[config.mk]
export PLATFORM = sky130hd
export DESIGN_NAME = rtr_pkt_tx
export DESIGN_NICKNAME = d
export VERILOG_FILES = /design/src/rtl/rtr_pkt_tx.sv
export SDC_FILE = /design/constraint.sdc
export NUM_CORES = 1
export LEC_CHECK = 0
export BUFFER_PORTS_ARGS = -buffer_cell sky130_fd_sc_hd__buf_2
export CORE_MARGIN = 3
export CORE_UTILIZATION = 37
export DETAILED_ROUTE_END_ITERATION = 10
export PLACE_DENSITY = 0.62
export SYNTH_ARGS = -nofsm -noshare
export SYNTH_HDL_FRONTEND = slang
export SYNTH_SLANG_ARGS = --single-unit
[constraint.sdc]
create_clock -name clk -period 2.9 [get_ports clk]
set_clock_uncertainty 0.05 [all_clocks]
set_input_delay 0.435 -clock clk [delete_from_list [all_inputs] [get_ports clk]]
set_output_delay 0.435 -clock clk [all_outputs]
set_load 0.02 [all_outputs]
[src/rtl/rtr_pkt_tx.sv]
// Packet transmitter feeding the serial router: queues (address, payload) requests
// and shifts each out MSB first on ser_out, qualified by ser_valid, with an idle gap between packets.
module rtr_pkt_tx #(
    parameter int ADDR_W     = 2,
    parameter int DATA_W     = 4,
    parameter int GAP        = 1,
    parameter int FIFO_DEPTH = 2
) (
    input  logic              clk,
    input  logic              rst,
    input  logic              req_valid,
    output logic              req_ready,
    input  logic [ADDR_W-1:0] req_addr,
    input  logic [DATA_W-1:0] req_data,
    output logic              ser_out,
    output logic              ser_valid,
    output logic              busy,
    output logic [7:0]        pkt_cnt
);

    localparam int FRM_W = ADDR_W + DATA_W;
    localparam int PTR_W = (FIFO_DEPTH > 1) ? $clog2(FIFO_DEPTH) : 1;
    localparam int CNT_W = $clog2(FIFO_DEPTH + 1);
    localparam int BIT_W = (FRM_W > 1) ? $clog2(FRM_W) : 1;
    localparam int GAP_W = (GAP > 1) ? $clog2(GAP) : 1;

    localparam logic [GAP_W-1:0] GAP_LD    = GAP_W'((GAP > 0) ? (GAP - 1) : 0);
    localparam logic [BIT_W-1:0] LAST_BIT  = BIT_W'(FRM_W - 1);
    localparam logic [BIT_W-1:0] LAST_ADDR = BIT_W'(ADDR_W - 1);
    localparam logic [PTR_W-1:0] PTR_MAX   = PTR_W'(FIFO_DEPTH - 1);
    localparam logic [CNT_W-1:0] CNT_FULL  = CNT_W'(FIFO_DEPTH);

    typedef enum logic [1:0] {
        ST_IDLE = 2'd0,
        ST_ADDR = 2'd1,
        ST_DATA = 2'd2,
        ST_GAP  = 2'd3
    } state_t;

    logic [FRM_W-1:0] r_mem [FIFO_DEPTH];
    logic [PTR_W-1:0] r_wr_ptr;
    logic [PTR_W-1:0] r_rd_ptr;
    logic [CNT_W-1:0] r_count;
    state_t           r_state;
    logic [FRM_W-1:0] r_shift;
    logic [BIT_W-1:0] r_bit_idx;
    logic [GAP_W-1:0] r_gap_cnt;
    logic             r_ser_out;
    logic             r_ser_valid;
    logic             r_busy;
    logic [7:0]       r_pkt_cnt;

    logic             w_full;
    logic             w_empty;
    logic             w_push;
    logic             w_pop;
    logic             w_done;
    logic             w_gap_ld;
    logic [FRM_W-1:0] w_head;
    logic [CNT_W-1:0] w_count_nxt;
    state_t           w_state_nxt;

    function automatic logic [PTR_W-1:0] ptr_inc(input logic [PTR_W-1:0] p);
        ptr_inc = (p == PTR_MAX) ? '0 : (p + PTR_W'(1));
    endfunction

    assign w_full    = (r_count == CNT_FULL);
    assign w_empty   = (r_count == '0);
    assign w_push    = req_valid && !w_full;
    assign w_head    = r_mem[r_rd_ptr];
    assign req_ready = !w_full;
    assign ser_out   = r_ser_out;
    assign ser_valid = r_ser_valid;
    assign busy      = r_busy;
    assign pkt_cnt   = r_pkt_cnt;

    // FIFO occupancy after this edge's push/pop
    always_comb begin
        w_count_nxt = r_count;
        case ({w_push, w_pop})
            2'b10:   w_count_nxt = r_count + CNT_W'(1);
            2'b01:   w_count_nxt = r_count - CNT_W'(1);
            default: w_count_nxt = r_count;
        endcase
    end

    // Request FIFO storage and pointers
    always_ff @(posedge clk or negedge rst) begin
        if (!rst) begin
            for (int i = 0; i < FIFO_DEPTH; i++) begin
                r_mem[i] <= '0;
            end
            r_wr_ptr <= '0;
            r_rd_ptr <= '0;
            r_count  <= '0;
        end else begin
            if (w_push) begin
                r_mem[r_wr_ptr] <= {req_addr, req_data};
                r_wr_ptr        <= ptr_inc(r_wr_ptr);
            end
            if (w_pop) begin
                r_rd_ptr <= ptr_inc(r_rd_ptr);
            end
            r_count <= w_count_nxt;
        end
    end

    // FSM state register
    always_ff @(posedge clk or negedge rst) begin
        if (!rst) begin
            r_state <= ST_IDLE;
        end else begin
            r_state <= w_state_nxt;
        end
    end

    // Next state, FIFO pop and end-of-packet decode
    always_comb begin
        w_state_nxt = r_state;
        w_pop       = 1'b0;
        w_done      = 1'b0;
        w_gap_ld    = 1'b0;
        case (r_state)
            ST_IDLE: begin
                if (!w_empty) begin
                    w_pop       = 1'b1;
                    w_state_nxt = ST_ADDR;
                end else begin
                    w_state_nxt = ST_IDLE;
                end
            end
            ST_ADDR: begin
                if (r_bit_idx == LAST_ADDR) begin
                    w_state_nxt = ST_DATA;
                end else begin
                    w_state_nxt = ST_ADDR;
                end
            end
            ST_DATA: begin
                if (r_bit_idx == LAST_BIT) begin
                    w_done = 1'b1;
                    if (GAP > 0) begin
                        w_gap_ld    = 1'b1;
                        w_state_nxt = ST_GAP;
                    end else if (!w_empty) begin
                        w_pop       = 1'b1;
                        w_state_nxt = ST_ADDR;
                    end else begin
                        w_state_nxt = ST_IDLE;
                    end
                end else begin
                    w_state_nxt = ST_DATA;
                end
            end
            ST_GAP: begin
                // Final gap cycle acts exactly like IDLE
                if (r_gap_cnt != '0) begin
                    w_state_nxt = ST_GAP;
                end else if (!w_empty) begin
                    w_pop       = 1'b1;
                    w_state_nxt = ST_ADDR;
                end else begin
                    w_state_nxt = ST_IDLE;
                end
            end
            default: begin
                w_state_nxt = ST_IDLE;
            end
        endcase
    end

    // Shift register and registered serial outputs
    always_ff @(posedge clk or negedge rst) begin
        if (!rst) begin
            r_shift     <= '0;
            r_bit_idx   <= '0;
            r_ser_out   <= 1'b0;
            r_ser_valid <= 1'b0;
        end else if (w_pop) begin
            r_shift     <= {w_head[FRM_W-2:0], 1'b0};
            r_bit_idx   <= '0;
            r_ser_out   <= w_head[FRM_W-1];
            r_ser_valid <= 1'b1;
        end else if (((r_state == ST_ADDR) || (r_state == ST_DATA)) && !w_done) begin
            r_shift     <= {r_shift[FRM_W-2:0], 1'b0};
            r_bit_idx   <= r_bit_idx + BIT_W'(1);
            r_ser_out   <= r_shift[FRM_W-1];
            r_ser_valid <= 1'b1;
        end else begin
            r_ser_out   <= 1'b0;
            r_ser_valid <= 1'b0;
        end
    end

    // Inter-packet gap countdown
    always_ff @(posedge clk or negedge rst) begin
        if (!rst) begin
            r_gap_cnt <= '0;
        end else if (w_gap_ld) begin
            r_gap_cnt <= GAP_LD;
        end else if ((r_state == ST_GAP) && (r_gap_cnt != '0)) begin
            r_gap_cnt <= r_gap_cnt - GAP_W'(1);
        end else begin
            r_gap_cnt <= r_gap_cnt;
        end
    end

    // Packet counter and busy flag, both computed from post-edge state
    always_ff @(posedge clk or negedge rst) begin
        if (!rst) begin
            r_pkt_cnt <= 8'd0;
            r_busy    <= 1'b0;
        end else begin
            if (w_done) begin
                r_pkt_cnt <= r_pkt_cnt + 8'd1;
            end
            r_busy <= (w_state_nxt != ST_IDLE) || (w_count_nxt != '0);
        end
    end

endmodule

Word level (Yosys, flattened, before mapping)
Cells that the tools add are included.
Word-level totals
  flip-flop bits (word level): 39
  bits of input ports: 9
  output and inout port bits: 12
  word-level logic and storage cells: 76
Operators by class
  add/sub/neg operators: 7
  magnitude comparators: 3
  equality and inequality tests: 8
  multiplexer cells: 29
  bitwise logic cells: 2
  reduce and logical (&&, ||, !) cells: 14
Operator list (count)
  6-bit two-way mux: 6
  1-bit two-way mux: 14
  12-bit bitwise mux: 1
  8-bit by 1-bit adder with 8-bit output (second input constant): 1
  2-bit == test (second input constant): 4
  2-bit one-hot mux with 4 select lines: 1
  2-bit nonzero test: 4
  6-bit demux with 1-bit select: 1
  3-bit two-way mux: 2
  2-bit by 1-bit == test with 1-bit output (second input constant): 2
  2-bit greater-or-equal comparator (second input constant): 2
  1-bit logical AND: 4
  2-bit logical NOT: 2
  2-bit two-way mux: 2
  1-bit inverter with 2-bit output: 2
  2-bit one-hot mux with 2 select lines: 1
  3-bit by 1-bit adder with 3-bit output (second input constant): 1
  3-bit by 1-bit == test with 1-bit output (second input constant): 1
  3-bit == test (second input constant): 1
  1-bit adder (second input constant): 2
  2-bit by 1-bit adder with 2-bit output (second input constant): 1
  1-bit logical NOT: 2
  1-bit logical OR: 2
  2-bit by 1-bit < comparator with 1-bit output (second input constant): 1
  3 further kinds: 3

Longest topological paths before layout
  word-level depth: 8
  mapped depth: 9
  depth with buffers taken out: 8

Least setup slack after synthesis
No wires, ideal clock.
  path kind: register -> register
  start point: register r_state[0]
  end point: register r_busy (netlist: busy)
  library setup time: 0.090 ns
  arrival: 1.874 ns
  data required time: 2.760 ns
  slack: 0.886 ns
  cell stages (with the launch flop): 8
  path buffers: 1
  period minus slack after synthesis: 2.014 ns
  cell sequence: dfrtp_1 > inv_1 > ha_1 > a211oi_4 > buf_6 > ha_1 > or3_1 > o2111ai_1
On the way
  word-level cells in the longest chain between the ends: 6
  elaborated cells between the ends (all ways): 12
  those cells by class: eq/ne (5); mux (3); reduce/logical (4)
Ends and longest elaborated chain
  from (decl): line 44  | state_t r_state;
  from (signal assigned): line 113  | r_state <= w_state_nxt;
  2-bit == test or 2-bit logical NOT (tied branches): line 123  | case (r_state)
  1-bit one-hot mux with 2 select lines: line 123
  2-bit by 1-bit == test with 1-bit output or 2-bit == test (tied branches): line 80  | case ({w_push, w_pop})
  2-bit one-hot mux with 2 select lines: line 80
  2-bit nonzero test: line 217  | r_busy <= (w_state_nxt != ST_IDLE) || (w_count_nxt != '0);
  1-bit logical OR *: line 217
  to (signal assigned): line 217
  to (decl): line 50  | logic r_busy;
Every way passes the cells marked *; elsewhere a longest branch is shown, timed or not.
A chain may end at the register's enable or synchronous reset.

Final worst setup path
  start point: register r_state[1]
  end point: register r_busy (netlist: busy)
On the way
  word-level cells in the longest chain between the ends: 6
  elaborated cells between the ends (all ways): 12
  those cells by class: eq/ne (5); mux (3); reduce/logical (4)
Ends and longest elaborated chain
  2-bit == test or 2-bit logical NOT (tied branches): line 123
  1-bit one-hot mux with 2 select lines *: line 123
  2-bit by 1-bit == test with 1-bit output or 2-bit == test (tied branches): line 80
  2-bit one-hot mux with 2 select lines *: line 80
  named net w_count_nxt[0]: line 60  | logic [CNT_W-1:0] w_count_nxt;
  2-bit nonzero test *: line 217
  1-bit logical OR *: line 217
The timed path passes the listed nets; every way through them passes the cells marked *.

==> results.md <==
- Post-synth top area cell: dfrtp_1
- GRT Residual Overflow: 0
- Post-synth top cells: dfrtp_1, mux2i_1, ha_1
- Buf+Inv Stages, Crit Path: 1
- Die width: a little under 80 µm
- Clk_lat worst skew: about 0.29 ns
- VDD IR max: around 610 µV
- Max Cap Viol: 0
- Status: complete, no violations
- CP endpoint kind: flip-flop
- Post-route ant nets: 0
- PortBufs: 20
- #FFs+latches synth: 38
- Maximum root-to-sink buffer count: 2
- RSZ-0062 raised after global routing: false
- Arr. time, crit path: between 2 and 2.5 ns
- # setup viols final: 0
- Max-slew headroom: 0.436
- Vias in the first global route: ~1300
- Maximum fanout along the worst path: 12
- Antenna violations before repair: 0
- Synth Net Count: roughly 170
- Static Leak: roughly 1.0 nW
- Yosys top cell area share: 0.497
- Most instantiated library cell after synthesis: dfrtp_1
- DR vias: about 1200
- Max Clock Freq: 0.454 GHz
- Post-synth EDFFs: 0
- Vias per cell: roughly 5
- Largest net degree at the start of global routing: 39
- Async set or reset register ratio after synthesis: 1.00
- TritonRoute pass-1 iters: 4
- Fillers: about 460
- DR iter-0 viols: between 80 and 90
- First-pass GRT wire length: roughly 6 mm
- CTS tree: done
- Synthesized netlist cell count: 153
- Row count: 25
- Die ar.: ~6000 µm²
- Slew Limit Fails: 0
- PD cells: 1090 nW/µm²
- Resized cells post-CTS: 0
- # hold bufs at CTS: 0
- CTS Buf Count: 5
- Placement Setup Slack: about 0.7 ns
- Final GP Congestion: 0.777
- Final min period: 2.20 ns
- Fin crit share: 0.760
- Layout cell share with drive strength beyond 1: 0.280
- CTS HTree Levels: 2
- Initial Util: 0.394
- Yosys Warn Count: 0
- Placeable Area: about 4800 µm²
- Post-CTS setup buffers: 0
- Crit-path cells: ha_1 > nand2b_1 > a211oi_4 > buf_4 > ha_1 > xnor2_1 > o2bb2ai_1 > o2111ai_1
- Final #Nets: roughly 190
- Final wirelength: ~3.5 mm
- DR WL/cell: roughly 14 µm
- Crit path largest cell delay: 0.38 ns
- Setup TNS: 0 ns
- Hpwl dp: between 2 and 2.5 mm
- Slowest-stage cell, CP: dfrtp_1
- Prevailing post-synth register cell: dfrtp_1
- Mapped Area: ~1900 µm²
- Most used cell, CP: ha_1
- Synth area leaders: dfrtp_1, mux2i_1, ha_1
- Worst path required time: 3.00 ns
- # clock sinks: 38
- CTS root buf: clkbuf_8
- Antenna diodes: 0
- Avg Cell Area, Syn: 12.5 µm²
- Distinct cell type count after synthesis: 43
- Final Hold Fails: 0
- Die height: ~78 µm
- Number of I/O pins: 21
- CP top delay family: adder cells
- Setup ws final: about 0.70 ns
- Worst Tran Pin Value: about 0.85 ns
- GRT Util Overall: 0.129
- Seq/Total Area, Yosys: 0.497
- Drt drc: 0
- Crit Path Category: reg2reg
- Area Overhead vs Synth: 13.5%
- Setup crit start kind: flip-flop
- Hold Path Class: in2async
- Clk slew on worst S/H paths: 0.07 ns
[flip-flops by register name (all words and copies together), names as in the netlist]
signal / count
r_wr_ptr: 1
busy: 1
r_state: 2
pkt_cnt: 8
r_count: 2
r_gap_cnt: 1
ser_valid: 1
ser_out: 1
r_rd_ptr: 1
r_shift: 5
r_mem: 12
r_bit_idx: 3
[worst reg2reg max path: stages, from the launching register on]
cell,delay [ns]
dfrtp_1,0.38
ha_1,0.27
nand2b_1,0.14
a211oi_4,0.24
buf_4,0.26
ha_1,0.31
xnor2_1,0.16
o2bb2ai_1,0.15
o2111ai_1,0.12
[path summary, 6_finish.rpt]
path	slack [ns]	end	start	cells after the start
max in group asynchronous	2.07	pkt_cnt[0]	rst	1
worst min-delay path	0.20	r_mem[0]	rst	1
worst max register to register	0.70	busy	r_state[1]	8
worst max-delay path	0.70	busy	r_state[1]	8
worst min register to register	0.43	pkt_cnt[7]	pkt_cnt[7]	1
min in group clk	0.34	r_mem[9]	req_data[3]	2
[cell usage in the layout (no fill, tap or decap), types with 2 or more instances in the layout]
| cell type | instances |
|---|---|
| nand2b_1 | 2 |
| a32oi_1 | 4 |
| buf_2 | 20 |
| nand3_2 | 2 |
| inv_1 | 5 |
| nand4_1 | 3 |
| ha_1 | 9 |
| dfrtp_1 | 38 |
| o21ai_0 | 4 |
| nor2_1 | 3 |
| xnor2_1 | 7 |
| mux2_2 | 6 |
| clkbuf_8 | 6 |
| mux2_4 | 6 |
| and3_1 | 2 |
| mux2i_1 | 12 |
| a21oi_1 | 5 |
| xor2_1 | 3 |
| nand2_1 | 7 |
| or3_1 | 4 |
| o21a_1 | 4 |
| nor3_1 | 2 |
[layout make-up]
cell class,instances,area [µm²],share of cell area
tap,67,83.8,0.0386
inverter,5,18.8,0.00865
clock inverter,1,30.0,0.0138
timing repair buffer,21,108,0.0496
clock buffer,6,82.6,0.0380
multi-input combinational,104,897,0.413
sequential,38,951,0.438
[kinds of logic (layout without fill, tap and decap cells)]
group                      count (synthesis)  count (layout)  synth area share
AOI/OAI and AO/OA                         26              26             0.103
adders and majority gates                  9               9            0.0589
buffers and inverters                     11              33            0.0334
DFF                                       38              38             0.497
muxes                                     24              24             0.145
xor gates and xnor gates                  11              11            0.0543
and+or+nand+nor                           34              34             0.107
[per-stage QoR]
step	hold slack (ns)	instances	total power, W	instance area (µm²)	util
5_1_grt	0.254	242	0.00254	2170	0.448
6_report	0.203	242	0.00236	2170	0.448
3_3_place_gp	0.403	235	0.00187	2060	0.425
2_1_floorplan	0.0894	153	0.00173	1910	-
3_5_place_dp	0.430	235	0.00193	2060	0.425
4_1_cts	0.223	242	0.00239	2170	0.448
[metal layers]
metal,track usage,vias to the layer above,wire (µm)
met5,0,-,0
met3,0.0371,4,108
met4,0.0427,0,34
met1,0.151,607,1560
li1,-,587,-
met2,0.223,14,1760
[where the power goes]
group	switching, W	leakage, nW	total (W)	internal, W
logic	0.000506	0.483	0.00102	0.000510
registers	0.000156	0.476	0.000892	0.000736
clock network	0.000178	0.0573	0.000453	0.000275
total	0.000840	1.02	0.00236	0.00152
No activity file was read; power rests on OpenSTA's default activity.
